## src/rtl/sd_acmd41_ready_if.sv

```systemverilog
// sd_acmd41_ready_if: control, status and SPI pin bundle for the ACMD41/CMD58 init stage.
interface sd_acmd41_ready_if;
    logic        start;
    logic        MISO_bit;
    logic        SCLK_bit;
    logic        CS_bit;
    logic        MOSI_bit;
    logic        busy;
    logic        done;
    logic        error;
    logic [1:0]  err_code;
    logic [31:0] ocr;
    logic        ccs;
    logic [15:0] tries;
    modport master (input start, MISO_bit,
                    output SCLK_bit, CS_bit, MOSI_bit, busy, done, error, err_code, ocr, ccs, tries);
    modport slave  (output start, MISO_bit,
                    input SCLK_bit, CS_bit, MOSI_bit, busy, done, error, err_code, ocr, ccs, tries);
endinterface

```

## src/rtl/sd_acmd41_ready.sv

```systemverilog
// sd_acmd41_ready: SPI-mode SD init stage looping CMD55+ACMD41 until ready, then reading OCR via CMD58.
module sd_acmd41_ready #(
    parameter int CLK_DIV   = 100,
    parameter int MAX_TRIES = 1000,
    parameter int NCR_BITS  = 64,
    parameter int GAP_BITS  = 8
) (
    input logic input_clk,
    input logic input_rst,
    sd_acmd41_ready_if.master io_bus
);
    typedef enum logic [2:0] {S_IDLE, S_TX, S_R1, S_OCR, S_GAP, S_DONE, S_FAIL} state_t;
    localparam int DW = $clog2(CLK_DIV);
    localparam logic [47:0] F55 = 48'h770000000065;
    localparam logic [47:0] F41 = 48'h694000000077;
    localparam logic [47:0] F58 = 48'h7A00000000FD;

    state_t      r_state;
    logic [DW-1:0] r_div;
    logic        r_sclk, r_cs, r_mosi, r_busy, r_done, r_error, r_started, r_ccs;
    logic [1:0]  r_cmd, r_err;
    logic [7:0]  r_cnt, r_rx;
    logic [47:0] r_sh;
    logic [31:0] r_ocr;
    logic [15:0] r_tries;
    logic        w_wrap, w_rise, w_fall;
    logic [1:0]  w_code;
    logic [15:0] w_tries_n;
    logic [47:0] w_frame;

    assign w_wrap    = r_busy && r_div == DW'(CLK_DIV - 1);
    assign w_rise    = w_wrap && !r_sclk;
    assign w_fall    = w_wrap && r_sclk;
    assign w_tries_n = r_tries == 16'(MAX_TRIES) ? r_tries : r_tries + 16'd1;
    assign w_frame   = r_cmd == 2'd0 ? F55 : r_cmd == 2'd1 ? F41 : F58;
    // r_cmd selects which response rules apply: 0 CMD55, 1 ACMD41, 2 CMD58
    assign w_code = r_cmd == 2'd0 ? (r_rx[7:1] == 7'd0 ? 2'd0 : 2'd2)
                  : r_cmd == 2'd1 ? (r_rx == 8'h00 ? 2'd0 : r_rx != 8'h01 ? 2'd2
                                     : w_tries_n == 16'(MAX_TRIES) ? 2'd3 : 2'd0)
                  : (r_rx == 8'h00 ? 2'd0 : 2'd2);

    always_ff @(posedge input_clk) begin
        if (input_rst) begin
            r_state   <= S_IDLE;
            r_div     <= '0;
            r_sclk    <= 1'b0;
            r_cs      <= 1'b1;
            r_mosi    <= 1'b1;
            r_busy    <= 1'b0;
            r_done    <= 1'b0;
            r_error   <= 1'b0;
            r_err     <= 2'd0;
            r_started <= 1'b0;
            r_ccs     <= 1'b0;
            r_cmd     <= 2'd0;
            r_cnt     <= 8'd0;
            r_rx      <= 8'd0;
            r_sh      <= '1;
            r_ocr     <= 32'd0;
            r_tries   <= 16'd0;
        end else begin
            r_div <= (w_wrap || !r_busy) ? '0 : r_div + DW'(1);
            if (w_wrap) r_sclk <= !r_sclk;
            if (w_fall && r_state != S_TX) r_mosi <= 1'b1;
            case (r_state)
                S_IDLE, S_DONE, S_FAIL: if (io_bus.start) begin
                    r_state <= S_TX;
                    r_busy  <= 1'b1;
                    r_done  <= 1'b0;
                    r_error <= 1'b0;
                    r_err   <= 2'd0;
                    r_tries <= 16'd0;
                    r_ocr   <= 32'd0;
                    r_ccs   <= 1'b0;
                    r_cmd   <= 2'd0;
                    r_cnt   <= 8'd0;
                    r_div   <= '0;
                    r_sclk  <= 1'b0;
                    r_cs    <= 1'b0;
                    r_mosi  <= F55[47];
                    r_sh    <= {F55[46:0], 1'b1};
                end
                S_TX: begin
                    if (w_rise) begin
                        r_cnt <= r_cnt + 8'd1;
                        if (r_cnt == 8'd47) begin
                            r_state   <= S_R1;
                            r_cnt     <= 8'd0;
                            r_started <= 1'b0;
                        end
                    end
                    if (w_fall) begin
                        r_mosi <= r_sh[47];
                        r_sh   <= {r_sh[46:0], 1'b1};
                    end
                end
                S_R1: begin
                    if (w_rise) begin
                        r_cnt <= r_cnt + 8'd1;
                        if (r_started || !io_bus.MISO_bit) r_rx <= {r_rx[6:0], io_bus.MISO_bit};
                        if (!r_started && !io_bus.MISO_bit) begin
                            r_started <= 1'b1;
                            r_cnt     <= 8'd1;
                        end
                    end
                    // decisions wait for the falling edge so SCLK always stops low
                    if (w_fall && !r_started && r_cnt == 8'(NCR_BITS)) begin
                        r_state <= S_FAIL;
                        r_busy  <= 1'b0;
                        r_error <= 1'b1;
                        r_err   <= 2'd1;
                        r_cs    <= 1'b1;
                    end
                    if (w_fall && r_started && r_cnt == 8'd8) begin
                        if (r_cmd == 2'd1) r_tries <= w_tries_n;
                        r_cnt <= 8'd0;
                        if (w_code != 2'd0) begin
                            r_state <= S_FAIL;
                            r_busy  <= 1'b0;
                            r_error <= 1'b1;
                            r_err   <= w_code;
                            r_cs    <= 1'b1;
                        end else if (r_cmd == 2'd2) begin
                            r_state <= S_OCR;
                        end else begin
                            r_state <= S_GAP;
                            r_cs    <= 1'b1;
                            r_cmd   <= (r_cmd == 2'd0 || r_rx == 8'h00) ? r_cmd + 2'd1 : 2'd0;
                        end
                    end
                end
                S_OCR: begin
                    if (w_rise) begin
                        r_cnt <= r_cnt + 8'd1;
                        r_sh  <= {r_sh[46:0], io_bus.MISO_bit};
                    end
                    if (w_fall && r_cnt == 8'd32) begin
                        r_ocr   <= r_sh[31:0];
                        r_ccs   <= r_sh[30];
                        r_state <= S_GAP;
                        r_cmd   <= 2'd3;
                        r_cs    <= 1'b1;
                        r_cnt   <= 8'd0;
                    end
                end
                S_GAP: begin
                    if (w_rise) r_cnt <= r_cnt + 8'd1;
                    // r_cmd==3 marks the trailing clocks after OCR
                    if (w_fall && r_cnt == 8'(GAP_BITS)) begin
                        r_cnt <= 8'd0;
                        if (r_cmd == 2'd3) begin
                            r_state <= S_DONE;
                            r_busy  <= 1'b0;
                            r_done  <= 1'b1;
                        end else begin
                            r_state <= S_TX;
                            r_cs    <= 1'b0;
                            r_mosi  <= w_frame[47];
                            r_sh    <= {w_frame[46:0], 1'b1};
                        end
                    end
                end
                default: r_state <= S_IDLE;
            endcase
        end
    end

    assign io_bus.SCLK_bit = r_sclk;
    assign io_bus.CS_bit   = r_cs;
    assign io_bus.MOSI_bit = r_mosi;
    assign io_bus.busy     = r_busy;
    assign io_bus.done     = r_done;
    assign io_bus.error    = r_error;
    assign io_bus.err_code = r_err;
    assign io_bus.ocr      = r_ocr;
    assign io_bus.ccs      = r_ccs;
    assign io_bus.tries    = r_tries;
endmodule
```

## src/flat_wrapper.sv

```systemverilog
// flat-port wrapper written by rule: the top's interface ports become plain ports
module sd_acmd41_ready_flat 
#(
    parameter int CLK_DIV   = 100,
    parameter int MAX_TRIES = 1000,
    parameter int NCR_BITS  = 64,
    parameter int GAP_BITS  = 8
)
  (input_clk, input_rst, io_bus_start, io_bus_MISO_bit, io_bus_SCLK_bit, io_bus_CS_bit, io_bus_MOSI_bit, io_bus_busy, io_bus_done, io_bus_error, io_bus_err_code, io_bus_ocr, io_bus_ccs, io_bus_tries);
  sd_acmd41_ready_if io_bus_i ();
  input logic input_clk;
  input logic input_rst;
  input wire logic [$bits(io_bus_i.start)-1:0] io_bus_start;
  input wire logic [$bits(io_bus_i.MISO_bit)-1:0] io_bus_MISO_bit;
  output wire logic [$bits(io_bus_i.SCLK_bit)-1:0] io_bus_SCLK_bit;
  output wire logic [$bits(io_bus_i.CS_bit)-1:0] io_bus_CS_bit;
  output wire logic [$bits(io_bus_i.MOSI_bit)-1:0] io_bus_MOSI_bit;
  output wire logic [$bits(io_bus_i.busy)-1:0] io_bus_busy;
  output wire logic [$bits(io_bus_i.done)-1:0] io_bus_done;
  output wire logic [$bits(io_bus_i.error)-1:0] io_bus_error;
  output wire logic [$bits(io_bus_i.err_code)-1:0] io_bus_err_code;
  output wire logic [$bits(io_bus_i.ocr)-1:0] io_bus_ocr;
  output wire logic [$bits(io_bus_i.ccs)-1:0] io_bus_ccs;
  output wire logic [$bits(io_bus_i.tries)-1:0] io_bus_tries;
  assign io_bus_i.start = io_bus_start;
  assign io_bus_i.MISO_bit = io_bus_MISO_bit;
  assign io_bus_SCLK_bit = io_bus_i.SCLK_bit;
  assign io_bus_CS_bit = io_bus_i.CS_bit;
  assign io_bus_MOSI_bit = io_bus_i.MOSI_bit;
  assign io_bus_busy = io_bus_i.busy;
  assign io_bus_done = io_bus_i.done;
  assign io_bus_error = io_bus_i.error;
  assign io_bus_err_code = io_bus_i.err_code;
  assign io_bus_ocr = io_bus_i.ocr;
  assign io_bus_ccs = io_bus_i.ccs;
  assign io_bus_tries = io_bus_i.tries;
  sd_acmd41_ready #(.CLK_DIV(CLK_DIV), .MAX_TRIES(MAX_TRIES), .NCR_BITS(NCR_BITS), .GAP_BITS(GAP_BITS)) u_core (.input_clk(input_clk), .input_rst(input_rst), .io_bus(io_bus_i));
endmodule
```

## config.mk

```make
export PLATFORM = sky130hd
export DESIGN_NAME = sd_acmd41_ready_flat
export DESIGN_NICKNAME = d
export VERILOG_FILES = /design/src/rtl/sd_acmd41_ready_if.sv /design/src/rtl/sd_acmd41_ready.sv /design/src/flat_wrapper.sv
export SDC_FILE = /design/constraint.sdc
export NUM_CORES = 1
export LEC_CHECK = 0
export CAP_MARGIN = 20
export CORE_ASPECT_RATIO = 1.75
export CORE_MARGIN = 2
export CORE_UTILIZATION = 51
export CTS_CLUSTER_DIAMETER = 40
export DETAILED_ROUTE_END_ITERATION = 12
export GPL_TIMING_DRIVEN = 0
export MAX_ROUTING_LAYER = met4
export PLACE_DENSITY = 0.72
export SETUP_SLACK_MARGIN = 0.5
export SLEW_MARGIN = 20
export SYNTH_ARGS = -nofsm -noshare
export SYNTH_HDL_FRONTEND = slang
export SYNTH_SLANG_ARGS = --single-unit
export TNS_END_PERCENT = 30
```

## constraint.sdc

```tcl
create_clock -name input_clk -period 3.5 [get_ports input_clk]
set_clock_uncertainty 0.05 [all_clocks]
set_input_delay 0.7 -clock input_clk [delete_from_list [all_inputs] [get_ports input_clk]]
set_output_delay 0.7 -clock input_clk [all_outputs]
set_load 0.02 [all_outputs]
```

==> results of run 1 <==
-- synthesized netlist by cell type (4+ instances only) --
cell type	count	share of area [%]
nand3_1	54	4.2
dfxtp_1	133	41
a221oi_1	4	0.54
a211o_1	43	5.8
nor4_1	6	0.58
a31oi_1	9	0.87
a22o_1	4	0.54
clkbuf_8	4	0.85
nor3_1	19	1.5
or3_1	4	0.39
and3_1	39	3.8
clkbuf_1	40	2.3
a21oi_1	73	5.7
o21ai_0	20	1.5
a211oi_1	13	1.5
o21bai_1	8	0.93
buf_2	11	0.85
xnor2_1	7	0.95
inv_1	20	1.2
nand2_1	69	4.0
o211ai_1	4	0.46
nand2b_1	6	0.58
nor2_1	73	4.2
xor2_1	5	0.68
mux2i_1	8	1.2
ha_1	11	2.1
nand4_1	6	0.58
-- state kept, by name, indices dropped and copies added, names as in the netlist --
signal,cells
u_core.r_started,1
u_core.r_sh,48
u_core.r_cmd,2
u_core.io_bus.err_code,2
u_core.r_cnt,8
u_core.io_bus.busy,1
u_core.io_bus.ocr,31
u_core.io_bus.ccs,1
u_core.io_bus.done,1
u_core.io_bus.error,1
u_core.r_rx,8
u_core.io_bus.CS_bit,1
u_core.io_bus.MOSI_bit,1
u_core.r_div,7
u_core.io_bus.tries,16
u_core.io_bus.SCLK_bit,1
u_core.r_state,3
-- cell type report --
cell class / count / area (um2) / share of cell area (%)
clock inverter: 14 / 163.9 / 1.981
inverter: 20 / 75.07 / 0.9072
timing repair buffer: 74 / 750.7 / 9.072
buffer: 62 / 387.9 / 4.687
clock buffer: 18 / 429.2 / 5.186
tap: 168 / 210.2 / 2.540
multi-input combinational: 561 / 3593 / 43.42
sequential: 133 / 2665 / 32.20
-- stage by stage --
step	setup TNS (ps)	instances	worst slack, ps	area (um2)	util (%)
after floorplan	0	776	503.2	6461	-
after global placement	-882.4	1003	-91.66	7262	58.41
after detailed placement	-1895	1003	-157.3	7262	58.41
after CTS	0	1045	423.9	8080	65.00
after global routing	0	1050	430.2	8275	66.57
final	0	1050	525.8	8275	66.57
-- worst min path at each step --
stage	from	slack [ps]	cells past startpoint	end
floorplan	u_core.r_div[0]	360	1	u_core.r_div[0]
global placement	u_core.r_div[0]	380	1	u_core.r_div[0]
detailed placement	u_core.r_sh[36]	390	1	u_core.r_sh[36]
CTS	u_core.io_bus.ocr[12]	410	2	u_core.io_bus.ocr[12]
global route	u_core.r_sh[36]	420	1	u_core.r_sh[36]
finish	u_core.io_bus.ocr[11]	400	2	u_core.io_bus.ocr[11]
-- routing by layer --
layer	global-route usage [%]	vias to the layer above
met4	14.36	0
met1	28.16	3064
met3	5.184	73
li1	-	3013
met5	-	-
met2	53.20	185
-- cells in the final DEF, fill, tap and decap left out, types with 8 or more instances in the layout --
master	count
a211oi_1	12
clkbuf_16	19
a211o_1	43
clkbuf_1	30
o21bai_1	8
buf_4	17
buf_2	10
nor3_1	18
mux2i_1	8
a31oi_1	9
nand3_1	53
nand2_1	68
and3_1	37
nor2_1	71
inv_1	20
ha_1	9
clkdlybuf4s50_1	59
o21ai_0	20
dfxtp_1	131
a21oi_1	72
-- worst reg2reg max path, delay by kind of cell (launching register included) --
kind	cells	cell delay [ps]
AO/OA/AOI/OAI	2	800
adder cells (fa/ha/maj)	2	290
AND/OR/NAND/NOR	6	1190
flip-flops	1	350
buffers and inverters	1	130
-- report_power, final --
| group | internal, W | switching (W) | total, W | leakage [nW] |
|---|---|---|---|---|
| Clock | 0.00107 | 0.000746 | 0.00181 | 0.280 |
| Combinational | 0.000989 | 0.00121 | 0.00220 | 1.88 |
| Sequential | 0.00181 | 0.000203 | 0.00201 | 1.09 |
| Total | 0.00387 | 0.00216 | 0.00602 | 3.25 |
-- cells by family (layout without fill, tap and decap cells) --
family	count (synthesis)	count (layout)
and+or+nand+nor	312	312
buffers and inverters	82	188
DFF	133	133
xor gates and xnor gates	12	12
adders and majority gates	12	12
muxes	8	8
AOI/OAI and AO/OA	217	217
-- what timing repair did --
| item | in CTS | in global routing |
|---|---|---|
| setup buffers | 9 | 3 |
| gates cloned | 1 | 2 |
| setup endpoints to repair | 109 | 106 |
| hold endpoints to repair | 0 | 0 |
| gates resized for setup | 43 | 39 |
| pin swaps | 4 | 7 |
==> out/metrics.yaml, run 1 <==
clock_tree:
  ctsHoldBuffers: 0
  cts_max_level: 4
  path_clk_slew_ps: 60
  clk_latency_ps: 430
  cts.path.max_buffers: 2
  cts_sinks: 133
  cts_tree: "done"
  cts_inserted_buffers: 17
  cts_root_buffer: "clkbuf_16"
placed_design:
  portBuffers: 59
  dpl.hpwl_um: 13690
  gp_congestion: 0.9404
route:
  ant_nets: 0
  vias_per_cell: 6.033
  wl_met3_um: 698
  wl_met1_um: 6882
  drtIter0Drc: 421
  routed.top_layer: "met4"
  finalWirelength_um: 19050
  dr_wl_met2_um: 10690
  routed-via-count: 6335
  wl_per_cell_um: 18.15
  dr.pass1.iters: 5
  drc: 0
die:
  core_area_um2: 12430
  rows: 54
  ios: 61
  die_width_um: 89.07
  initial_utilization_pct: 51.95
  die-area_um2: 13620
  die_h_um: 152.9
global_route:
  grt-ovfl-total: 0
  grt_pass1_vias: 6355
  grt_max_degree: 17
  grt_use_total_pct: 29.10
  grt_pass1_wl_um: 30150
  antenna_found_initial: 0
critical_path:
  cp_max_fo: 6
  startpoint: "u_core.r_div[0]"
  start_kind: "register"
  r2r_end: "u_core.r_state[2]"
  cp-end-kind: "register"
  crit_required_ps: 3720
  worstPathArrival_ps: 3200
  max_stage_delay_ps: 630
  crit_path_end: "u_core.r_state[2]"
  cp_slowest_cell: "o41ai_1"
  path_class: "reg -> reg"
  critPathTopFamily: "simple AND/OR/NAND/NOR gates"
  cp_cell_sequence: "ha_4 > nand4b_1 > or3_4 > nor2_4 > ha_4 > and4bb_2 > and2_4 > buf_4 > nand2_1 > o41ai_1 > a41oi_1"
  reg2reg_from: "u_core.r_div[0]"
  rr_worst_depth: 11
  regToRegSetupSlack_ps: 530
  crit_path_frequent_cell: "ha_4"
  worst-path-buf-inv: 1
  path_depth: 11
timing:
  max_freq_mhz: 336.2
  timing.hold.ws_ps: 400.8
  max-slew-margin-rel_pct: 34.58
  drv_slew: 0
  hold_viol_final: 0
  fin_crit_sh_pct: 84.98
  tightest_slew_ps: 977.7
  min_period_ps: 2974
  setup_viol: 0
  rsz0062_at_grt: "yes"
yosys:
  synth-seq-area-share_pct: 41.22
  synth-adder-area-share_pct: 2.286
  post_synth.cell_area_avg_um2: 8.323
  synth_flop_cell: "dfxtp_1"
  syn-num-nets: 791
  synth-compound-area-share_pct: 23.07
  yosysWarnings: 0
  syn_area_um2: 6459
  synth_mux_area_share_pct: 1.240
  synth_xor_area_share_pct: 1.627
  synth_top_family_by_area: "simple AND/OR/NAND/NOR gates"
  synth_seq_cells: 133
  synthSimpleGateAreaFrac_pct: 24.74
  async_reset_ff_share_pct: 0
  synth_edf_count: 0
  synth_cell_types: 82
  syn_inst: 776
cells_and_area:
  final_nets: 884
  layout-drive-gt1-share_pct: 13.95
  n_antenna_cell: 0
  fillers: 1075
  area_delta_synth_final_pct: 28.13
run:
  maxCapViolations: 0
status:
  outcome: "finished clean"
min_path:
  hold_path.class: "reg -> reg"
power:
  p_leak_nw: 3.251
  totalPowerFinal_w: 0.006025
  ir_worst_vdd_mv: 0.5274
  cellPowerDensity_nw_per_um2: 728.0
(Power assumes the default switching activity.)
==> inputs of run 2 (changes only) <==
==> constraint.sdc (replaced) <==
create_clock -name input_clk -period 2.85 [get_ports input_clk]
set_clock_uncertainty 0.05 [all_clocks]
set_input_delay 0.57 -clock input_clk [delete_from_list [all_inputs] [get_ports input_clk]]
set_output_delay 0.57 -clock input_clk [all_outputs]
set_load 0.02 [all_outputs]
==> run 2 against run 1 <==
The flow now finishes with violations (setup timing). Core utilization grew 3.4 points. Design area is 5.1% higher. Non-clock buffer count up 8. Register-to-register slack worse by 670 ps. Combinational power up 39%. Via count up 2.2%. Die area did not move.
==> out/metrics.yaml, run 2 (synthesis results as in run 1) <==
die:
  die-area_um2: 13620  # unchanged
  core_area_um2: 12430  # unchanged
  initial_utilization_pct: 51.95  # unchanged
  ios: 61  # unchanged
  rows: 54  # unchanged
  die_width_um: 89.07  # unchanged
  die_h_um: 152.9  # unchanged
cells_and_area:
  largest_register_ffs: 48  # unchanged
  layout-drive-gt1-share_pct: 20.11  # was 13.95%
  max_flop_register: "u_core.r_sh"  # unchanged
  mostFrequentLayoutCells: "131 x dfxtp_1, 67 x nand2_1, 67 x nor2_1, 62 x a21oi_1, 59 x clkdlybuf4s50_1"  # was 131 x dfxtp_1, 72 x a21oi_1, 71 x nor2_1, 68 x nand2_1, 59 x clkdlybuf4s50_1
  n_antenna_cell: 0  # unchanged
  final_common_cell: "dfxtp_1"  # unchanged
  final_nets: 892  # was 884
  final_cells: 1058  # was 1050
  area_delta_synth_final_pct: 34.64  # was 28.13%
clock_tree:
  clk_latency_ps: 430  # about the same
  cts_max_level: 4  # unchanged
  cts_sinks: 133  # unchanged
  cts_tree: "done"  # unchanged
  cts.path.max_buffers: 2  # unchanged
  cts_inserted_buffers: 17  # unchanged
  path_clk_slew_ps: 70  # was 60 ps
  cts_root_buffer: "clkbuf_16"  # unchanged
  ctsHoldBuffers: 0  # unchanged
timing:
  fin_crit_sh_pct: 105.2  # was 84.98%
  final.setup.worst_slack_ps: -148.0  # was 525.8 ps
  tightest_slew_ps: 985.9  # was 977.7 ps
  max_freq_mhz: 333.6  # was 336.2 MHz
  hold_viol_final: 0  # unchanged
  setup_viol: 63  # was 0
  max-slew-margin-rel_pct: 34.03  # was 34.58%
  rsz0062_at_grt: "yes"  # unchanged
  min_period_ps: 2998  # was 2974 ps
  drv_slew: 0  # unchanged
  tns_ps: -4882  # was 0 ps
power:
  cellPowerDensity_nw_per_um2: 876.7  # was 728.0 nW/um2
  ir_worst_vdd_mv: 0.7520  # was 0.5274 mV
  p_leak_nw: 3.387  # was 3.251 nW
min_path:
  hold_path.class: "reg -> reg"  # unchanged
critical_path:
  cp-end-kind: "register"  # unchanged
  crit_required_ps: 3110  # was 3720 ps
  start_kind: "register"  # unchanged
  cp_max_fo: 8  # was 6
  worstPathArrival_ps: 3260  # was 3200 ps
  path_class: "reg -> reg"  # unchanged
placed_design:
  gp_congestion: 0.9821  # was 0.9404
  dpl.cell_count: 1003  # unchanged
  dpl.hpwl_um: 13970  # was 13690 um
  pre_cts_slack_ps: -817.0  # was -157.3 ps
  portBuffers: 59  # unchanged
status:
  violations: "setup timing"
  outcome: "complete, but fails checks"  # was finished clean
route:
  vias_per_cell: 6.121  # was 6.033
  drtIter0Drc: 413  # was 421
  routed-via-count: 6476  # was 6335
  dr.pass1.iters: 5  # unchanged
  wl_per_cell_um: 18.88  # was 18.15 um
  finalWirelength_um: 19980  # was 19050 um
  ant_nets: 0  # unchanged
  drc: 0  # unchanged
global_route:
  grt_pass1_wl_um: 31080  # was 30150 um
  antenna_found_initial: 0  # unchanged
  grt-ovfl-total: 0  # unchanged
  grt_max_degree: 17  # unchanged
  grt_pass1_vias: 6368  # was 6355
  grt_use_total_pct: 29.82  # was 29.10%
run:
  maxCapViolations: 0  # unchanged
==> run 2: cell types whose count changed in the layout (fill, tap and decap cells not counted), sizes merged <==
cell / change
clkinv: +1
bufinv: -2
buf: +4
clkbuf: +3
inv: +2
==> run 2: path summary, 6_finish.rpt <==
| path | end | startpoint | cells past startpoint | slack [ps] |
|---|---|---|---|---|
| setup reg to reg | u_core.r_sh[34] | u_core.r_div[0] | 13 | -150 |
| setup / recovery | u_core.r_sh[34] | u_core.r_div[0] | 13 | -150 |
| hold / removal | u_core.io_bus.ocr[10] | u_core.io_bus.ocr[10] | 2 | 410 |
| hold reg to reg | u_core.io_bus.ocr[10] | u_core.io_bus.ocr[10] | 2 | 410 |
==> run 2: per-layer routing <==
metal | vias to the layer above | GRT usage, % | routed length (um)
met1 | 3116 | 30.20 | 7364
li1 | 3046 | - | -
met3 | 66 | 4.320 | 958
met2 | 248 | 53.73 | 10910
met5 | - | - | 0
met4 | 0 | 14.78 | 749
==> run 2: what timing repair did <==
action                                  in CTS  in global routing
cloned                                       7                  1
buffers inserted                            13                  2
endpoints found under the setup margin     131                123
pin swaps                                   55                 27
resized for setup                          111                 44
==> run 2: critical path, cell delays in order, from the launching register on <==
cell and delay [ps]:
dfxtp_2 350, ha_4 150, nand4b_1 110, or3_4 370
nor2_4 120, ha_4 170, and4bb_2 260, and2_4 170
o21a_4 180, o311ai_4 130, a31o_4 280, buf_8 150
buf_6 130, a211o_1 260
==> run 2: area by class of cell <==
| cell class | instances | area, um2 |
|---|---|---|
| multi-input combinational | 561 | 3842 |
| fill | 1015 | 3736 |
| sequential | 133 | 2665 |
| timing repair buffer | 82 | 833.3 |
| buffer | 62 | 509.2 |
| clock buffer | 17 | 425.4 |
| tap | 168 | 210.2 |
| clock inverter | 15 | 135.1 |
| inverter | 20 | 75.07 |
==> run 2: where the power goes <==
part           total, W  internal, W  switching, W
logic           0.00306      0.00139       0.00167
registers       0.00248      0.00222      0.000260
clock network   0.00208      0.00115      0.000935
==> run 2: stage by stage <==
| step | total power, W | instance area [um2] | utilization (%) | hold WS, ps |
|---|---|---|---|---|
| CTS | 0.007369 | 8462 | 68.07 | 407.4 |
| detailed placement | 0.004729 | 7331 | 58.97 | 391.1 |
| global placement | 0.004660 | 7331 | 58.97 | 373.5 |
| global route | 0.007957 | 8696 | 69.95 | 425.1 |
| floorplan | 0.004070 | 6530 | - | 366.1 |
| finish | 0.007623 | 8696 | 69.95 | 405.0 |
==> inputs of run 3 (changes only) <==
--- a/config.mk
+++ b/config.mk
@@ -5,7 +5,6 @@
 export SDC_FILE = /design/constraint.sdc
 export NUM_CORES = 1
 export LEC_CHECK = 0
-export CAP_MARGIN = 20
 export CORE_ASPECT_RATIO = 1.75
 export CORE_MARGIN = 2
 export CORE_UTILIZATION = 51
==> results of run 3 <==
Same layout as run 2: the final DEF is identical, and so are final timing and power.
